`config.mk`:
```
export PLATFORM = sky130hd
export DESIGN_NAME = cache_arbiter
export DESIGN_NICKNAME = d
export VERILOG_FILES = /design/src/rtl/cache_arbiter.sv
export SDC_FILE = /design/constraint.sdc
export NUM_CORES = 1
export LEC_CHECK = 0
export CORE_AREA = 3 3 533 535
export DETAILED_ROUTE_END_ITERATION = 7
export DIE_AREA = 0 0 536 538
export SETUP_SLACK_MARGIN = 0.15
export SLEW_MARGIN = 10
export SYNTH_ARGS = -nofsm -noshare
export SYNTH_HDL_FRONTEND = slang
export SYNTH_SLANG_ARGS = --single-unit
```
`constraint.sdc`:
```
create_clock -name clk -period 1.9 [get_ports clk]
set_clock_uncertainty 0.05 [all_clocks]
set_input_delay 0.38 -clock clk [delete_from_list [all_inputs] [get_ports clk]]
set_output_delay 0.38 -clock clk [all_outputs]
set_load 0.02 [all_outputs]
```
`src/rtl/cache_arbiter.sv`:
```
// Arbitrates the single physical-memory port between the I-cache miss path
// and the D-cache miss/writeback path. One whole-line transaction at a time,
// round-robin on contention, response routed back only to the granted side.
//
// state    | meaning
// ---------+----------------------------------------------------------------
// IDLE     | no transaction; pick a winner from the pending requests
// SERVE_I  | I-cache line read in flight, pmem_* held stable until pmem_resp
// SERVE_D  | D-cache read or writeback in flight, pmem_* held until pmem_resp
// RECOVER  | one quiet cycle so the finished requester can drop its request
module cache_arbiter #(
  parameter int LINE_WIDTH = 256,
  parameter int ADDR_WIDTH = 32
) (
  input  logic                  clk,
  input  logic                  rst,
  input  logic                  icache_pmem_read,
  input  logic [ADDR_WIDTH-1:0] icache_pmem_address,
  output logic [LINE_WIDTH-1:0] icache_pmem_rdata,
  output logic                  icache_pmem_resp,
  input  logic                  dcache_pmem_read,
  input  logic                  dcache_pmem_write,
  input  logic [ADDR_WIDTH-1:0] dcache_pmem_address,
  input  logic [LINE_WIDTH-1:0] dcache_pmem_wdata,
  output logic [LINE_WIDTH-1:0] dcache_pmem_rdata,
  output logic                  dcache_pmem_resp,
  output logic                  pmem_read,
  output logic                  pmem_write,
  output logic [ADDR_WIDTH-1:0] pmem_address,
  output logic [LINE_WIDTH-1:0] pmem_wdata,
  input  logic [LINE_WIDTH-1:0] pmem_rdata,
  input  logic                  pmem_resp
);

  typedef enum logic [1:0] {
    IDLE    = 2'd0,
    SERVE_I = 2'd1,
    SERVE_D = 2'd2,
    RECOVER = 2'd3
  } state_e;

  // last_grant encoding: 0 = I-cache, 1 = D-cache
  localparam logic GRANT_I = 1'b0;
  localparam logic GRANT_D = 1'b1;

  state_e                state_q, state_d;
  logic                  last_grant_q, last_grant_d;
  logic                  read_q, read_d;
  logic                  write_q, write_d;
  logic [ADDR_WIDTH-1:0] addr_q, addr_d;
  logic [LINE_WIDTH-1:0] wdata_q, wdata_d;

  logic ireq;
  logic dreq;
  logic grant_i;
  logic grant_d;

  assign ireq = icache_pmem_read;
  assign dreq = dcache_pmem_read | dcache_pmem_write;

  // On contention the side that did not win last time goes first.
  assign grant_d = dreq & (~ireq | (last_grant_q == GRANT_I));
  assign grant_i = ireq & ~grant_d;

  // State and latched-request registers.
  always_ff @(posedge clk) begin
    if (rst) begin
      state_q      <= IDLE;
      last_grant_q <= GRANT_I;
      read_q       <= 1'b0;
      write_q      <= 1'b0;
      addr_q       <= '0;
      wdata_q      <= '0;
    end else begin
      state_q      <= state_d;
      last_grant_q <= last_grant_d;
      read_q       <= read_d;
      write_q      <= write_d;
      addr_q       <= addr_d;
      wdata_q      <= wdata_d;
    end
  end

  // Next-state logic: grant in IDLE, hold in SERVE, release on pmem_resp.
  always_comb begin
    state_d      = state_q;
    last_grant_d = last_grant_q;
    read_d       = read_q;
    write_d      = write_q;
    addr_d       = addr_q;
    wdata_d      = wdata_q;
    unique case (state_q)
      IDLE: begin
        if (grant_d) begin
          state_d      = SERVE_D;
          last_grant_d = GRANT_D;
          addr_d       = dcache_pmem_address;
          wdata_d      = dcache_pmem_wdata;
          // Read and write together is illegal; the writeback wins so dirty
          // data is never lost.
          write_d      = dcache_pmem_write;
          read_d       = dcache_pmem_read & ~dcache_pmem_write;
        end else if (grant_i) begin
          state_d      = SERVE_I;
          last_grant_d = GRANT_I;
          addr_d       = icache_pmem_address;
          read_d       = 1'b1;
          write_d      = 1'b0;
        end
      end
      SERVE_I, SERVE_D: begin
        if (pmem_resp) begin
          state_d = RECOVER;
          read_d  = 1'b0;
          write_d = 1'b0;
        end
      end
      RECOVER: begin
        state_d = IDLE;
      end
      default: begin
        state_d = IDLE;
        read_d  = 1'b0;
        write_d = 1'b0;
      end
    endcase
  end

  // Response routing: only the side being served sees pmem_resp and data;
  // a response coinciding with reset is dropped with the transaction.
  always_comb begin
    icache_pmem_resp  = 1'b0;
    icache_pmem_rdata = '0;
    dcache_pmem_resp  = 1'b0;
    dcache_pmem_rdata = '0;
    if (pmem_resp && !rst) begin
      if (state_q == SERVE_I) begin
        icache_pmem_resp  = 1'b1;
        icache_pmem_rdata = pmem_rdata;
      end else if (state_q == SERVE_D) begin
        dcache_pmem_resp  = 1'b1;
        dcache_pmem_rdata = pmem_rdata;
      end
    end
  end

  assign pmem_read    = read_q;
  assign pmem_write   = write_q;
  assign pmem_address = addr_q;
  assign pmem_wdata   = wdata_q;

endmodule

```
### Yosys cells after proc, flatten, opt, wreduce, memory -nomap -nowiden

Index checks and enable logic that the tools add are counted.

| word-level totals | value |
|---|---|
| output and inout port bits | 804 |
| register bits | 293 |

| cells by class | value |
|---|---|
| reductions and logical operators | 10 |
| eq/ne operators | 5 |
| muxes and demuxes | 24 |
| bitwise operators | 9 |

Operators by type and width:

| cell | number |
|---|---|
| $mux W256 | 5 |
| $mux W32 | 2 |
| $mux W1 | 11 |
| $mux W2 | 3 |
| $pmux W2 S3 | 1 |
| $reduce_and A2 Y1 | 3 |
| $eq A2 B2 Y1 const B | 2 |
| $not A1 Y1 | 4 |
| $pmux W1 S2 | 2 |
| $reduce_bool A2 Y1 | 2 |
| $and A1 B1 Y1 | 3 |
| $ne A3 B3 Y1 const B | 1 |
| $reduce_and A3 Y1 | 1 |
| $eq A2 B1 Y1 const B | 1 |
| $logic_not A2 Y1 | 1 |
| $ne A2 B2 Y1 const B | 1 |
| $or A1 B1 Y1 | 2 |
| $reduce_or A2 Y1 | 1 |
| $logic_and A1 B1 Y1 | 1 |
| $logic_not A1 Y1 | 1 |

### Longest topological paths before layout

Gate-level depths: netlist (run 1).

| logic depth | value |
|---|---|
| depth after elaboration | 8 |
| gate-level depth with buffers | 8 |
| depth with buffers taken out | 5 |

### Least setup slack after synthesis (run 1)

No wires, ideal clock.

| timing path | value |
|---|---|
| path type | input-to-output |
| from | input port rst |
| to | output port dcache_pmem_rdata[215] |
| data arrival time | 1658 ps |
| path slack | -188 ps |
| stages on the path | 6 |
| required time | 1470 ps |
| cell sequence | buf_2 -> and3b_1 -> and2b_1 -> buf_2 -> clkbuf_1 -> and2_1 |

| on the way | value |
|---|---|
| cells in the longest elaborated chain, start to end | 3 |

Ends and longest elaborated chain:

| what | line | source |
|---|---|---|
| from (decl) | 16 | `input logic rst,` |
| $logic_not A1 Y1 | 136 | `if (pmem_resp && !rst) begin` |
| $logic_and A1 B1 Y1 | 136 |  |
| $mux W256 | 136 |  |
| to (decl) | 25 | `output logic [LINE_WIDTH-1:0] dcache_pmem_rdata,` |

Every way passes these cells.

### Worst setup path after layout (run 1)

| timing path | value |
|---|---|
| from | register state_q[1] |
| to | output port icache_pmem_rdata[201] |

| on the way | value |
|---|---|
| cells in the longest elaborated chain, start to end | 3 |

Ends and longest elaborated chain:

| what | line | source |
|---|---|---|
| from (decl) | 46 | `state_e state_q, state_d;` |
| from (signal assigned) | 75 | `state_q <= state_d;` |
| $eq A2 B1 Y1 | 137 | `if (state_q == SERVE_I) begin` |
| $mux W256 | 137 |  |
| $mux W256 | 136 |  |
| to (decl) | 19 | `output logic [LINE_WIDTH-1:0] icache_pmem_rdata,` |

Every way passes these cells.

==> summary.md, run 1 <==
| Metric | Value |
|---|---|
| Switching part of the total power | 47.8% |
| Syn nets | 2538 |
| First-pass GRT wire length | 254000 um |
| Flop pwr share | 22.2% |
| Worst slew pin tran | 920 ps |
| Final hold slack | 260 ps |
| Crit Path Max Fanout | 49 |
| Register area share after synthesis | 39.9% |
| Critical path endpoint category | output port |
| Yosys top cell area share | 39.9% |
| Die width | 536 um |
| Worst Hold Class | primary input to flop |
| Num Clock Sinks | 293 |
| Critical Path Stages | 7 |
| Fraction of registers with async set/reset | 0% |
| Setup violators final | 611 |
| DR pass1 iterations | 5 |
| Setup bufs post-CTS | 0 |
| Core area | 279000 um2 |
| DRT iter0 DRCs | 1216 |
| Area Growth Syn to Fin | 148% |
| Vias in the first global route | 19749 |
| Post-Synthesis Cells | 1952 |
| Psw | 19.2 mW |
| Filler instances | 32079 |
| Ordered list of cells on the worst path | inv_1 > ha_1 > and3b_4 > buf_12 > buf_16 > and2_1 > clkdlybuf4s50_1 |
| Max cap viols | 0 |
| Total power draw | 40.2 mW |
| Clock tree buffer depth | 3 |
| Post-DRT Antenna Nets | 0 |
| Area contributors post-synth | dfxtp_1 40%, and2_1 22%, a21oi_1 8.8% |
| GRT overflow | 0 |
| Place WS | -1220 ps |
| Total wire length | 215000 um |
| Residual DRC | 0 |
| Share of layout cells above drive strength 1 | 27.5% |
| Commonest non-fill, non-tap cells in the layout | 758 x clkdlybuf4s50_1, 354 x buf_4, 292 x dfxtp_1, 272 x and2_1, 260 x a21oi_1 |
| Final setup TNS | -465850 ps |
| Hpwl dp | 196000 um |
| Top Family by Delay on Critical Path | buffers and inverters |
| Pwr Density | 1100 nW/um2 |
| RSZ-0062 raised after global routing | yes |
| Most used DFF post-synth | dfxtp_1 |
| CTS tree | done |
| Hold_buf cts | 0 |
| Placed insts | 6997 |
| M1 wire length | 71800 um |
| Drt wl/cell | 30.3 um |
| Vias/cell | 2.93 |
| Met2 wire length | 98900 um |
| Power share of the clock group | 18.4% |
| Area leader, netlist | dfxtp_1 |
| Post-synthesis cell area | 14700 um2 |
| Commonest non-fill, non-tap cell in the layout | clkdlybuf4s50_1 |
| Non-filler instance count after layout | 7111 |
| CP Class | flop to output port |
| Cts bufs inserted | 37 |
| Via count | 20820 |
| Largest net degree at the start of global routing | 124 |
| Routability Congestion | 0.936 |
| Startpoint Class | flop |
| Total of warnings raised by yosys | 0 |
| GRT Total Usage | 14.1% |
| P_int | 21.0 mW |
| Outcome | finished with violations |
| Post-Syn Area per Cell | 7.54 um2 |
| Worst Hold Depth | 3 |
| #FFs+latches synth | 293 |
| Number of port buffers | 1385 |
| Routed length on met3 | 32000 um |
| VDD IR max | 0.000723 V |
| Slowest stage delay, CP | 600 ps |
| Total Nets Final | 3900 |
| Clk_lat worst skew | 610 ps |
| Final min period | 3040 ps |
| Worst setup margin | -1140 ps |
| Die Y | 538 um |
| Final period util | 160% |
| Worst R2R Path Depth | 7 |
| Post-synth cell types | 33 |
| Post-synth EDFFs | 0 |
| Fmax | 329 MHz |
| WP data arrival | 2610 ps |
| Htree depth | 2 |
| Cell row count | 194 |
| Cell leakage power | 14.8 nW |
| Num ports | 1386 |
| Final Max Tran Viols | 0 |
| Critical path's slowest cell | clkdlybuf4s50_1 |
| Top routing layer used | met5 |
| Clock transition at the registers of the reported paths | 60 ps |
| Buf+Inv Stages, Crit Path | 4 |
| Die area | 288000 um2 |
| Initial core utilization | 5.27% |
| Failing checks | setup timing |
| Initial antenna violation count | 174 |
| Final Hold Fails | 0 |
| Power share of the combinational group | 59.4% |
| CTS Root Cell | clkbuf_16 |
| CP required | 1470 ps |
| Slew margin rel. | 38.6% |
==> repair_timing <==
item / 4_1_cts / 5_1_grt
endpoints found under the setup margin: 651 / 826
cloned: 1 / 1
resized for setup: 238 / 290
pin swaps: 4 / 0
==> final cells by class <==
cell class | instances | area (um2) | share of cell area (%)
antenna | 50 | 125 | 0.343
clock buffer | 51 | 1060 | 2.91
clock inverter | 11 | 145 | 0.398
inverter | 3 | 18.8 | 0.0515
multi-input combinational | 1439 | 8370 | 23.0
sequential | 293 | 5870 | 16.1
tap | 3724 | 4660 | 12.8
timing repair buffer | 1540 | 16200 | 44.5
==> logic make-up after synthesis <==
| kind of cell | after synthesis | synth area share, % |
|---|---|---|
| multiplexers | 1 | 0.0680 |
| flip-flops | 293 | 39.9 |
| AO/OA/AOI/OAI | 558 | 20.1 |
| buffers and inverters | 220 | 6.10 |
| adder cells (fa/ha/maj) | 4 | 0.340 |
| AND/OR/NAND/NOR | 876 | 33.5 |
==> worst paths after layout <==
path	to	slack, ps	start
worst max register to register	pmem_address[31]	60	state_q[1]
worst min-delay path	pmem_wdata[45]	260	dcache_pmem_wdata[45]
worst min register to register	pmem_wdata[158]	420	pmem_wdata[158]
worst max-delay path	icache_pmem_rdata[201]	-1140	state_q[1]
==> routing by layer <==
layer,vias up,track usage [%]
li1,9387,-
met1,9644,13.5
met2,1354,22.6
met3,409,9.22
met4,26,8.08
met5,-,0
==> state kept, by name (all words and copies together), names as in the netlist <==
name          cells
pmem_write        1
pmem_wdata      256
pmem_read         1
state_q           2
last_grant_q      1
pmem_address     32
==> cell usage after synthesis (2+ instances only) <==
| cell type | count |
|---|---|
| a21oi_1 | 260 |
| clkbuf_2 | 3 |
| a311oi_1 | 32 |
| and3b_1 | 2 |
| nor2_1 | 33 |
| o21ai_0 | 222 |
| buf_4 | 6 |
| and2_1 | 512 |
| buf_2 | 36 |
| nand3_1 | 256 |
| ha_1 | 4 |
| buf_1 | 5 |
| inv_1 | 2 |
| dfxtp_1 | 293 |
| o21ai_1 | 37 |
| clkbuf_1 | 167 |
| nand2_1 | 66 |
==> through the flow <==
step / utilization [%] / area (um2)
3_3_place_gp: 12.6 / 35300
4_1_cts: 13.0 / 36500
3_5_place_dp: 12.6 / 35300
2_1_floorplan: - / 15200
5_1_grt: 13.0 / 36400
6_report: 13.1 / 36500
==> power groups by stage <==
stage	registers, mW	logic (mW)	clock network, mW
after detailed placement	9.03	24.6	0
after global routing	9.13	25.8	7.82
after global placement	8.99	24.6	0
final	8.94	23.9	7.39
after CTS	8.95	24.6	7.68
after floorplan	10.6	7.85	0
==> tightest hold or removal path: stages <==
cell and delay (ps):
clkdlybuf4s50_1 390, nand3_1 60, a21oi_1 50
Power figures use the tool's default switching activity.
==> run 2: changes to the inputs <==
--- a/config.mk
+++ b/config.mk
@@ -5,9 +5,10 @@
 export SDC_FILE = /design/constraint.sdc
 export NUM_CORES = 1
 export LEC_CHECK = 0
-export CORE_AREA = 3 3 533 535
+export CORE_AREA = 3 3 544 546
 export DETAILED_ROUTE_END_ITERATION = 7
-export DIE_AREA = 0 0 536 538
+export DIE_AREA = 0 0 547 549
+export DONT_BUFFER_PORTS = 1
 export SETUP_SLACK_MARGIN = 0.15
 export SLEW_MARGIN = 10
 export SYNTH_ARGS = -nofsm -noshare
==> summary.md, run 2 (synthesis gave the netlist of run 1 again) <==
| Metric | Value |
|---|---|
| Outcome | finished with violations |
| Failing checks | hold timing, setup timing |
| Final instance area | 28000 um2 (-23%) |
| Clock tree buffer depth | 3 (unchanged) |
| Area Growth Syn to Fin | 90.1% |
| Cell leakage power | 9.43 nW (-36%) |
| Startpoint Class | flop |
| Commonest non-fill, non-tap cells in the layout | 320 x dlygate4sd3_1, 292 x dfxtp_1, 260 x a21oi_1, 256 x nand3_1, 222 x o21ai_0 |
| Via count | 18852 (-9.5%) |
| Total Nets Final | 2951 (-24%) |
| Cts bufs inserted | 36 (-2.7%) |
| Htree depth | 2 (unchanged) |
| CP required | 1470 ps (about the same) |
| Die Y | 549 um (+2.0%) |
| Total wire length | 218000 um (+1.4%) |
| Die area | 300000 um2 (+4.1%) |
| Num ports | 1386 (unchanged) |
| Hpwl dp | 191000 um (-2.8%) |
| VDD IR max | 0.000905 V (+25%) |
| Total power draw | 36.5 mW (-9.2%) |
| Critical path endpoint category | output port |
| Vias in the first global route | 16836 (-15%) |
| Number of flip-flops in the largest register | 256 (unchanged) |
| Final period util | 148% (-13 points) |
| Pwr Density | 1310 nW/um2 (+18%) |
| Filler instances | 33649 (+4.9%) |
| DRT iter0 DRCs | 1523 (+25%) |
| Initial core utilization | 5.05% (-0.21 points) |
| Final hold slack | -127 ps (-387 ps) |
| Initial antenna violation count | 211 (+21%) |
| Residual DRC | 0 (unchanged) |
| Worst Hold Class | primary input to flop |
| Share of layout cells above drive strength 1 | 28.0% (+0.49 points) |
| RSZ-0062 raised after global routing | yes |
| First-pass GRT wire length | 250000 um (-1.9%) |
| Slew margin rel. | 50.5% (+12 points) |
| Largest net degree at the start of global routing | 296 (+140%) |
| Final min period | 2800 ps (-238 ps) |
| Worst slew pin tran | 742 ps (-179 ps) |
| WP data arrival | 2370 ps (-240 ps) |
| GRT Total Usage | 13.6% (-0.52 points) |
| Worst setup margin | -905 ps (+238 ps) |
| Setup violators final | 515 (-16%) |
| Vias/cell | 2.95 (+0.75%) |
| Core area | 291000 um2 (+4.2%) |
| Drt wl/cell | 34.2 um (+13%) |
| CP Class | flop to output port |
| CTS tree | done |
| Num Clock Sinks | 293 (unchanged) |
| Number of port buffers | 0 (-100%) |
| Post-DRT Antenna Nets | 0 (unchanged) |
| Commonest non-fill, non-tap cell in the layout | dlygate4sd3_1 |
| Crit Path Max Fanout | 8 (-84%) |
| Final Max Tran Viols | 0 (unchanged) |
| Die width | 547 um (+2.1%) |
| Final Hold Fails | 162 (+162) |
| Cell row count | 198 (+2.1%) |
| Clock transition at the registers of the reported paths | 70 ps (about the same) |
| Finished Core Util | 9.61% (-3.4 points) |
| Final setup TNS | -399060 ps (+66790 ps) |
| Placed Area | 22500 um2 (-36%) |
| Max cap viols | 0 (unchanged) |
| Clk_lat worst skew | 610 ps (about the same) |
| GRT overflow | 0 (unchanged) |
| CTS Root Cell | clkbuf_16 |
| DR pass1 iterations | 7 (+2) |
| Fmax | 357 MHz (+8.5%) |
| Routability Congestion | 0.904 (-3.5%) |
-- run 2: changes by cell type in the layout (fill, tap and decap cells not counted), moves of 8 or more --
| cell | delta |
|---|---|
| diode_2 | +49 |
| and2_2 | -35 |
| and2_1 | -84 |
| clkdlybuf4s15_1 | -8 |
| clkdlybuf4s15_2 | -9 |
| buf_12 | -63 |
| clkdlybuf4s50_1 | -758 |
| clkbuf_2 | -44 |
| dlymetal6s2s_1 | -57 |
| and2_4 | +119 |
| dlygate4sd3_1 | +320 |
| dlygate4sd2_1 | -108 |
| buf_4 | -231 |
-- run 2: area by class of cell --
type | instances | area (um2) | area share, %
multi-input combinational | 1439 | 8630 | 30.8
timing repair buffer | 592 | 7130 | 25.5
sequential | 293 | 5870 | 21.0
tap | 3900 | 4880 | 17.4
clock buffer | 46 | 978 | 3.50
antenna | 99 | 248 | 0.886
clock inverter | 19 | 224 | 0.801
inverter | 3 | 18.8 | 0.0671
-- run 2: where the power goes --
group          switching [mW]  internal (mW)  total [mW]
registers                4.32           7.82        12.1
clock network            3.33           4.12        7.46
logic                    11.4           5.55        16.9
-- run 2: final timing paths --
kind / from / endpoint / slack, ps / cells after the start
setup / recovery: state_q[0] / dcache_pmem_rdata[219] / -900 / 8
hold / removal: rst / pmem_wdata[1] / -130 / 1
setup reg to reg: state_q[1] / pmem_address[1] / 0 / 7
hold reg to reg: pmem_wdata[36] / pmem_wdata[36] / 440 / 2
-- run 2: metrics by stage --
stage          setup WS [ps]  instances
2_1_floorplan          -24.4       1952
3_3_place_gp            -495       5885
3_5_place_dp            -496       5885
4_1_cts                 -949       6223
5_1_grt                 -971       6358
6_report                -905       6391
-- run 2: worst max-delay path: stages, from the launching register on --
cell     delay, ps
dfxtp_2        340
inv_2           60
ha_2           200
and3b_2        190
and2b_4        250
buf_12         150
buf_16         190
buf_8          140
and2_4         250
-- run 2: repair_timing --
item	in CTS	in global routing
hold buffers	262	60
gates cloned	5	8
gates resized for setup	103	113
hold endpoints to repair	292	61
pin swaps	5	26
buffers inserted	6	1
setup endpoints to repair	687	873
-- run 2: metal layers --
| metal | vias to the layer above | wire, um | GRT usage, % |
|---|---|---|---|
| met4 | 32 | 12700 | 6.88 |
| li1 | 7561 | - | - |
| met5 | - | 216 | 0 |
| met3 | 518 | 39200 | 10.5 |
| met1 | 8968 | 64700 | 11.9 |
| met2 | 1773 | 102000 | 22.4 |
